File: config.mk
export PLATFORM = sky130hd
export DESIGN_NAME = trigger_conditioner_flat
export DESIGN_NICKNAME = d
export VERILOG_FILES = /design/src/rtl/trigger_conditioner_pkg.sv /design/src/rtl/trigger_conditioner_if.sv /design/src/rtl/trigger_conditioner_sync2_ff.sv /design/src/rtl/trigger_conditioner.sv /design/src/flat_wrapper.sv
export SDC_FILE = /design/constraint.sdc
export NUM_CORES = 1
export LEC_CHECK = 0
export CAP_MARGIN = 20
export CORE_UTILIZATION = 35
export CTS_CLUSTER_DIAMETER = 60
export DETAILED_ROUTE_END_ITERATION = 12
export PLACE_DENSITY = 0.59
export SLEW_MARGIN = 5
export SYNTH_ARGS = -nofsm -noshare
export SYNTH_HDL_FRONTEND = slang
export SYNTH_HIERARCHICAL = 1
export SYNTH_SLANG_ARGS = --single-unit
File: constraint.sdc
create_clock -name clk -period 2.2 [get_ports clk]
set_input_delay 0.22 -clock clk [delete_from_list [all_inputs] [get_ports clk]]
set_output_delay 0.22 -clock clk [all_outputs]
set_load 0.02 [all_outputs]
File: src/rtl/trigger_conditioner_pkg.sv
// Shared definitions for the trigger conditioner: state encoding, default
// timing parameters and a small elaboration-time helper.
// Optional feature macro used by this block: TRIG_COUNT_EN.
package trigger_pkg;

   // State encoding, kept as plain constants so legacy tooling and
   // downstream debug scripts can decode the raw 3-bit register.
   typedef logic [2:0] state_t;

   localparam state_t IDLE         = 3'd0;
   localparam state_t DEBOUNCE     = 3'd1;
   localparam state_t FIRE         = 3'd2;
   localparam state_t HOLDOFF      = 3'd3;
   localparam state_t WAIT_RELEASE = 3'd4;

   // Defaults: four stable cycles to qualify a press; hold-off spans the
   // sequencer's S1..S5 run plus one cycle of margin.
   localparam int DEBOUNCE_CYCLES_DEF = 4;
   localparam int HOLDOFF_CYCLES_DEF  = 6;
   localparam int CNT_W_DEF           = 8;

   function automatic int max_int(input int a, input int b);
      return (a > b) ? a : b;
   endfunction

endpackage

File: src/rtl/trigger_conditioner_if.sv
// Button-side bundle of the trigger conditioner. The master side owns the
// raw button level; the slave side (the conditioner) returns the clean start
// pulse and status. The trigger counter exists only with TRIG_COUNT_EN.
interface trigger_conditioner_if
`ifdef TRIG_COUNT_EN
   #(parameter int CNT_W = trigger_pkg::CNT_W_DEF)
`endif
   ();

   import trigger_pkg::*;

   logic btn_raw;
   logic trig_out;
   logic busy;
`ifdef TRIG_COUNT_EN
   logic [CNT_W-1:0] trig_count;

   modport master (output btn_raw, input trig_out, input busy, input trig_count);
   modport slave  (input btn_raw, output trig_out, output busy, output trig_count);
`else
   modport master (output btn_raw, input trig_out, input busy);
   modport slave  (input btn_raw, output trig_out, output busy);
`endif

endinterface

File: src/rtl/trigger_conditioner_sync2_ff.sv
// Two-flop synchronizer for a single asynchronous level. Reusable for any
// slow asynchronous input; both stages clear to 0 on reset.
module sync2_ff (
   input  logic clk,
   input  logic rst_n,
   input  logic i_d,
   output logic o_q
);

   logic r_meta;
   logic r_sync;

   // Shift the raw level through two stages; only the second is safe to use.
   always_ff @(posedge clk or negedge rst_n) begin
      // NOTE: flops are written with <= so every stage samples the value from
      // before the edge; blocking here would collapse the chain into one flop.
      if (!rst_n) begin
         r_meta <= 1'b0;
         r_sync <= 1'b0;
      end else begin
         r_meta <= i_d;
         r_sync <= r_meta;
      end
   end

   assign o_q = r_sync;

endmodule

File: src/rtl/trigger_conditioner.sv
// Trigger conditioner: turns a bouncy asynchronous push-button level into a
// single-cycle start pulse for the sequence generator. The button is
// synchronized, debounced, fired once, then locked out for a hold-off period
// and until release. Define TRIG_COUNT_EN to add a pulse counter.
module trigger_conditioner
   import trigger_pkg::*;
#(
   parameter int DEBOUNCE_CYCLES = DEBOUNCE_CYCLES_DEF,
   parameter int HOLDOFF_CYCLES  = HOLDOFF_CYCLES_DEF,
   parameter int CNT_W           = CNT_W_DEF
) (
   input logic                  clk,
   input logic                  reset_b,
   trigger_conditioner_if.slave bus
);

   // One counter serves both the debounce and the hold-off phases.
   localparam int CW = $clog2(max_int(DEBOUNCE_CYCLES, HOLDOFF_CYCLES) + 1);

   localparam logic [CW-1:0] CNT_ONE   = CW'(1);
   localparam logic [CW-1:0] DEB_LAST  = CW'(DEBOUNCE_CYCLES - 1);
   localparam logic [CW-1:0] HOLD_LAST = CW'(HOLDOFF_CYCLES);

   // Reject illegal configurations at elaboration.
   if (DEBOUNCE_CYCLES < 2) begin : g_bad_debounce
      $error("DEBOUNCE_CYCLES must be at least 2");
   end
   if (HOLDOFF_CYCLES < 1) begin : g_bad_holdoff
      $error("HOLDOFF_CYCLES must be at least 1");
   end
   if (CNT_W < 1) begin : g_bad_cnt_w
      $error("CNT_W must be at least 1");
   end

   logic          w_btn_s;
   state_t        r_state;
   state_t        w_state_nxt;
   logic [CW-1:0] r_cnt;
   logic [CW-1:0] w_cnt_nxt;

   sync2_ff u_sync (
      .clk   (clk),
      .rst_n (reset_b),
      .i_d   (bus.btn_raw),
      .o_q   (w_btn_s)
   );

   // Next-state and counter decode; only the synchronized level is used.
   always_comb begin
      // NOTE: every output gets a default before the case so no path leaves
      // it unassigned, which would otherwise infer a latch.
      w_state_nxt = r_state;
      w_cnt_nxt   = r_cnt;
      case (r_state)
         IDLE: begin
            if (w_btn_s) begin
               w_state_nxt = DEBOUNCE;
               w_cnt_nxt   = CNT_ONE;
            end
         end
         DEBOUNCE: begin
            if (!w_btn_s) begin
               w_state_nxt = IDLE;
               w_cnt_nxt   = '0;
            end else if (r_cnt == DEB_LAST) begin
               w_state_nxt = FIRE;
            end else begin
               w_cnt_nxt = r_cnt + CNT_ONE;
            end
         end
         FIRE: begin
            w_state_nxt = HOLDOFF;
            w_cnt_nxt   = CNT_ONE;
         end
         HOLDOFF: begin
            // The button is ignored here so the downstream sequence always
            // runs to completion.
            if (r_cnt == HOLD_LAST) begin
               w_state_nxt = WAIT_RELEASE;
               w_cnt_nxt   = '0;
            end else begin
               w_cnt_nxt = r_cnt + CNT_ONE;
            end
         end
         WAIT_RELEASE: begin
            if (!w_btn_s) begin
               w_state_nxt = IDLE;
            end
         end
         default: begin
            w_state_nxt = IDLE;
            w_cnt_nxt   = '0;
         end
      endcase
   end

   // State and counter registers; reset aborts any activity straight to IDLE.
   always_ff @(posedge clk or negedge reset_b) begin
      if (!reset_b) begin
         r_state <= IDLE;
         r_cnt   <= '0;
      end else begin
         r_state <= w_state_nxt;
         r_cnt   <= w_cnt_nxt;
      end
   end

   // Outputs come from the state register only: no path from btn_raw.
   assign bus.trig_out = (r_state == FIRE);
   assign bus.busy     = (r_state != IDLE);

`ifdef TRIG_COUNT_EN
   logic [CNT_W-1:0] r_trig_count;

   // Count issued pulses; wraps naturally at 2^CNT_W.
   always_ff @(posedge clk or negedge reset_b) begin
      if (!reset_b) begin
         r_trig_count <= '0;
      end else if (r_state == FIRE) begin
         r_trig_count <= r_trig_count + 1'b1;
      end
   end

   assign bus.trig_count = r_trig_count;
`endif

endmodule
File: src/flat_wrapper.sv
// flat-port wrapper written by rule: the top's interface ports become plain ports
module trigger_conditioner_flat import trigger_pkg::*;
#(
   parameter int DEBOUNCE_CYCLES = DEBOUNCE_CYCLES_DEF,
   parameter int HOLDOFF_CYCLES  = HOLDOFF_CYCLES_DEF,
   parameter int CNT_W           = CNT_W_DEF
)
  (clk, reset_b, bus_btn_raw, bus_trig_out, bus_busy);
  trigger_conditioner_if bus_i ();
  input logic clk;
  input logic reset_b;
  input wire logic [$bits(bus_i.btn_raw)-1:0] bus_btn_raw;
  output wire logic [$bits(bus_i.trig_out)-1:0] bus_trig_out;
  output wire logic [$bits(bus_i.busy)-1:0] bus_busy;
  assign bus_i.btn_raw = bus_btn_raw;
  assign bus_trig_out = bus_i.trig_out;
  assign bus_busy = bus_i.busy;
  trigger_conditioner #(.DEBOUNCE_CYCLES(DEBOUNCE_CYCLES), .HOLDOFF_CYCLES(HOLDOFF_CYCLES), .CNT_W(CNT_W)) u_core (.clk(clk), .reset_b(reset_b), .bus(bus_i));
endmodule
==> results of run 1 <==
-- sequential cells by signal, indices dropped and copies added, names as in the netlist --
signal and flops:
u_core/r_cnt 3, u_core/r_state 3, u_core/u_sync/o_q 1, u_core/u_sync/r_meta 1
-- cells in the mapped netlist, drive strengths merged --
master,n,share of area
dfrtp,8,0.44
nand2,5,0.041
nand3,4,0.044
nor2,4,0.033
ha,3,0.083
inv,3,0.025
mux2,2,0.050
nor2b,2,0.033
o21ai,2,0.022
a211o,1,0.019
a211oi,1,0.017
a21o,1,0.017
a21oi,1,0.011
buf,1,0.011
clkbuf,1,0.0083
mux2i,1,0.022
nand2b,1,0.014
nand3b,1,0.017
nand4b,1,0.019
nand4bb,1,0.025
nor3b,1,0.017
o311ai,1,0.019
or3,1,0.014
-- metal layers --
layer,vias up,global-route usage,share of wire
met5,-,0,0
met1,170,0.167,0.43
met3,2,0.0523,0.026
li1,176,-,-
met4,0,0.107,0.013
met2,4,0.271,0.53
-- critical path: stages (launching register included) --
cell	delay [ns]
dfrtp_1	0.49
or3_1	0.40
clkdlybuf4s50_1	0.54
-- final timing paths --
path,depth (start not counted),endpoint,start
setup / recovery,2,bus_busy,u_core/r_state[0]
hold / removal,1,u_core/r_cnt[0],reset_b
setup reg to reg,6,u_core/r_cnt[2],u_core/r_cnt[0]
hold reg to reg,0,u_core/u_sync/o_q,u_core/u_sync/r_meta
max in group asynchronous,1,u_core/r_state[2],reset_b
min in group clk,0,u_core/u_sync/o_q,u_core/u_sync/r_meta
-- final cells by class --
class                   instances  area [µm²]  area share
well taps                      14        17.5      0.0333
repair buffers                  4        40.0      0.0762
inverters                       3        11.3      0.0214
multi-input cells              34         234       0.445
clock buffers                   3        22.5      0.0429
flip-flops and latches          8         200       0.381
-- through the flow --
stage / cells / utilization / power (mW)
3_5_place_dp: 63 / 0.435 / 0.517
3_3_place_gp: 63 / 0.435 / 0.500
6_report: 66 / 0.455 / 0.620
5_1_grt: 66 / 0.455 / 0.678
2_1_floorplan: 47 / - / 0.446
4_1_cts: 66 / 0.455 / 0.630
-- cell families after synthesis --
| group | count (synthesis) | share of synthesized area |
|---|---|---|
| flip-flops | 8 | 0.441 |
| AO/OA/AOI/OAI | 7 | 0.105 |
| buffers and inverters | 5 | 0.0441 |
| multiplexers | 3 | 0.0716 |
| AND/OR/NAND/NOR | 21 | 0.256 |
| adder cells (fa/ha/maj) | 3 | 0.0827 |
-- power groups by stage --
stage	Combinational, mW	Sequential [mW]	Clock [mW]
after floorplan	0.229	0.217	0
after global placement	0.244	0.255	0
after detailed placement	0.253	0.264	0
after CTS	0.254	0.261	0.115
after global routing	0.283	0.275	0.120
final	0.251	0.261	0.107
==> results.toml, run 1 <==
[clock_tree]
cts-buffers-inserted = 3
clock-sinks = 8
postCtsSetupBuffers = 0
cts_max_level = 1
clockBufferDepth = 2
postCtsHoldBufs = 0
cts.clk_slew.worst_paths_ns = 0.05
clock_tree.root_cell = "clkbuf_4"
clk_latency_ns = 0.25
postcts_resize_cnt = 0
tritoncts_clock_tree = "built"

[power]
sequentialPowerShare = 0.422
p_per_area_nw_per_um2 = 1180
pwr-share-clk = 0.173
intPower_mw = 0.386
power.share.switching = 0.376
switching_power_mw = 0.233
power.leakage_nw = 0.225
power.ir.vdd_worst_mv = 0.352
combinational_share_of_power = 0.405

[placement]
dpl_cell_area_um2 = 503
final_hpwl_dp_um = 640
place_worst_setup_slack_ns = 0.565
routabilityCongestion = 0.791
buffer_ports.inserted = 4

[global_route]
antenna_found_initial = 0
grt_pass1_wl_mm = 1.49
first_global_vias = 343
grt_max_degree = 14
grt-ovfl-total = 0
grtUsageTotal = 0.161

[finish]
n_antenna_cell = 0
final_cell_mix = "8 x dfrtp_1, 5 x nand2_1, 4 x clkdlybuf4s50_1, 4 x nor2_1, 4 x nand3_1"
final_common_cell = "dfrtp_1"
syn_to_final_growth_pct = 15.7
post_route_standard_cell_area_excluding_fillers_um2 = 526
post_route_cells_drive_above_1_share = 0.115
finalNetCount = 60
fillers = 114

[critical_path]
endpoint_kind = "output port"
cp_data_arrival_time_ns = 1.67
critical_path.max_fanout = 12
required_ns = 1.98
register_to_register_setup_slack_ns = 0.59
worst_setup_path_start_kind = "register"
timing.setup.critical_path_class = "reg2out"

[floorplan]
die_y_um = 38.0
x_dimension_of_the_die_um = 38.0
start_util = 0.393
fp-row-count = 12
dieArea_um2 = 1450
io_pins = 5
core_area_um2 = 1160

[detailed_routing]
vias_per_cell = 5.33
detail_route.wirelength_um = 834
detail_route.first_pass.iterations = 2
route.detailed.wl_per_inst_um = 12.6
antenna_violating_nets_post_route = 0
route.detailed.drc = 0
drt-initial-drc-count = 6
vias = 352

[timing]
fin_crit_sh = 0.859
timing.max_slew.rel_slack = 0.758
report.final.setup_viol = 0
worst_hold_slack_ns = 0.250
final_critical_path_setup_slack_ns = 0.310
fmax_ghz = 0.529
setup_repair_after_global_routing_missed_its_margin = "no"
slew_violations = 0
timing.setup.tns_ns = 0
clock_skew_ns = 0.00348
tightest_slew_ns = 0.362
fin_crit_ns = 1.89
finalHoldViolCount = 0

[yosys]
syn_avg_cell_area_um2 = 9.66
synth_nets = 53
synth_seq_area_share = 0.441
synth-seq-cells = 8
synth_cells = 47
synth.cell_area_um2 = 454
post_synth_num_cell_types = 24
synth_warnings = 6

[status]
run_status = "complete, no violations"

[flow_run]
drv.max_cap_violation_count = 0

[worst_hold_path]
timing.hold.worst.class = "in2async"
No activity file was read; power rests on OpenSTA's default activity.
==> run 2, diff against run 1 <==
--- a/config.mk
+++ b/config.mk
@@ -10,6 +10,7 @@
 export CTS_CLUSTER_DIAMETER = 60
 export DETAILED_ROUTE_END_ITERATION = 12
 export PLACE_DENSITY = 0.59
+export REMOVE_ABC_BUFFERS = 1
 export SLEW_MARGIN = 5
 export SYNTH_ARGS = -nofsm -noshare
 export SYNTH_HDL_FRONTEND = slang
==> results.toml, run 2 (synthesis gave the netlist of run 1 again) <==
[critical_path]
cp_slowest_cell = "clkdlybuf4s50_1"
critical-path-max-stage-delay_ns = 0.54
number_of_buffer_and_inverter_instances_along_the_worst_setup_path = 1
cp_cell_sequence = "or3_1, clkdlybuf4s50_1"
timing.setup.critical_path_class = "reg2out"
cp_data_arrival_time_ns = 1.66
endpoint_kind = "output port"
critPathTopFamily = "buffers and inverters"
worst_setup_path_start_kind = "register"
required_ns = 1.98
critical_path.max_fanout = 12

[finish]
n_antenna_cell = 0
instances_no_fill = 66
syn_to_final_growth_pct = 15.7
final_common_cell = "dfrtp_1"
finalNetCount = 60
top_regs = "u_core/r_cnt x3, u_core/r_state x3"
post_route_cells_drive_above_1_share = 0.115
final_cell_mix = "8 x dfrtp_1, 5 x nand2_1, 4 x clkdlybuf4s50_1, 4 x nor2_1, 4 x nand3_1"

[global_route]
grt_pass1_wl_mm = 1.41
grt-ovfl-total = 0
grt_max_degree = 14
first_global_vias = 326
antenna_found_initial = 0
grtUsageTotal = 0.137

[floorplan]
core_area_um2 = 1160
io_pins = 5
dieArea_um2 = 1450
die_y_um = 38.0
x_dimension_of_the_die_um = 38.0
fp-row-count = 12
start_util = 0.393

[timing]
clock_skew_ns = 0.00104
setup_repair_after_global_routing_missed_its_margin = "no"
tightest_slew_ns = 0.328
timing.setup.tns_ns = 0
fin_crit_ns = 1.88
timing.max_slew.rel_slack = 0.781
report.final.setup_viol = 0
finalHoldViolCount = 0
slew_violations = 0
fmax_ghz = 0.532
worst_hold_slack_ns = 0.246
fin_crit_sh = 0.854

[clock_tree]
cts-buffers-inserted = 3
clk_latency_ns = 0.24
clock-sinks = 8
cts.clk_slew.worst_paths_ns = 0.05
clockBufferDepth = 2
cts_max_level = 1
postCtsSetupBuffers = 0
postCtsHoldBufs = 0
tritoncts_clock_tree = "built"
clock_tree.root_cell = "clkbuf_4"
postcts_resize_cnt = 0

[detailed_routing]
antenna_violating_nets_post_route = 0
drt-initial-drc-count = 8
detail_route.wirelength_um = 720
vias = 350
route.detailed.drc = 0
detail_route.first_pass.iterations = 4
vias_per_cell = 5.30
route.detailed.wl_per_inst_um = 10.9

[power]
power.leakage_nw = 0.225
p_per_area_nw_per_um2 = 1160
power.ir.vdd_worst_mv = 0.437

[placement]
routabilityCongestion = 0.883
final_hpwl_dp_um = 585
dpl.cell_count = 63
buffer_ports.inserted = 4

[worst_hold_path]
timing.hold.worst.class = "in2async"

[status]
run_status = "complete, no violations"

[flow_run]
drv.max_cap_violation_count = 0
## run 2: cell type report
cell class / instances / area, µm²
clock buffer: 3 / 22.5
fill: 104 / 631
inverter: 3 / 11.3
multi-input combinational: 34 / 234
sequential: 8 / 200
tap: 14 / 17.5
timing repair buffer: 4 / 40.0
## run 2: final timing paths
| path | startpoint | endpoint | slack (ns) | depth (start not counted) |
|---|---|---|---|---|
| min in group clk | u_core/u_sync/r_meta | u_core/u_sync/o_q | 0.35 | 0 |
| setup reg to reg | u_core/r_cnt[0] | u_core/r_cnt[1] | 0.61 | 6 |
| hold reg to reg | u_core/u_sync/r_meta | u_core/u_sync/o_q | 0.35 | 0 |
| hold / removal | reset_b | u_core/r_state[2] | 0.25 | 1 |
| setup / recovery | u_core/r_state[0] | bus_busy | 0.32 | 2 |
| max in group asynchronous | reset_b | u_core/r_state[1] | 1.71 | 1 |
## run 2: layer usage
metal	wire length, µm	track usage
met1	333	0.183
met2	373	0.225
met3	13	0.0174
met4	0	0.0536
met5	0	0
## run 2: where the power goes
group	leakage (nW)	internal, mW	switching [mW]
Combinational	0.114	0.137	0.116
Clock	0.0138	0.0617	0.0393
Sequential	0.0981	0.189	0.0688
Total	0.225	0.387	0.224
## run 2: through the flow
step | util | setup slack, ns | area [µm²] | power, mW
floorplan | - | 0.741 | 445 | 0.433
global placement | 0.435 | 0.604 | 503 | 0.505
detailed placement | 0.435 | 0.580 | 503 | 0.514
CTS | 0.455 | 0.318 | 526 | 0.619
global route | 0.455 | 0.240 | 526 | 0.677
finish | 0.455 | 0.320 | 526 | 0.611
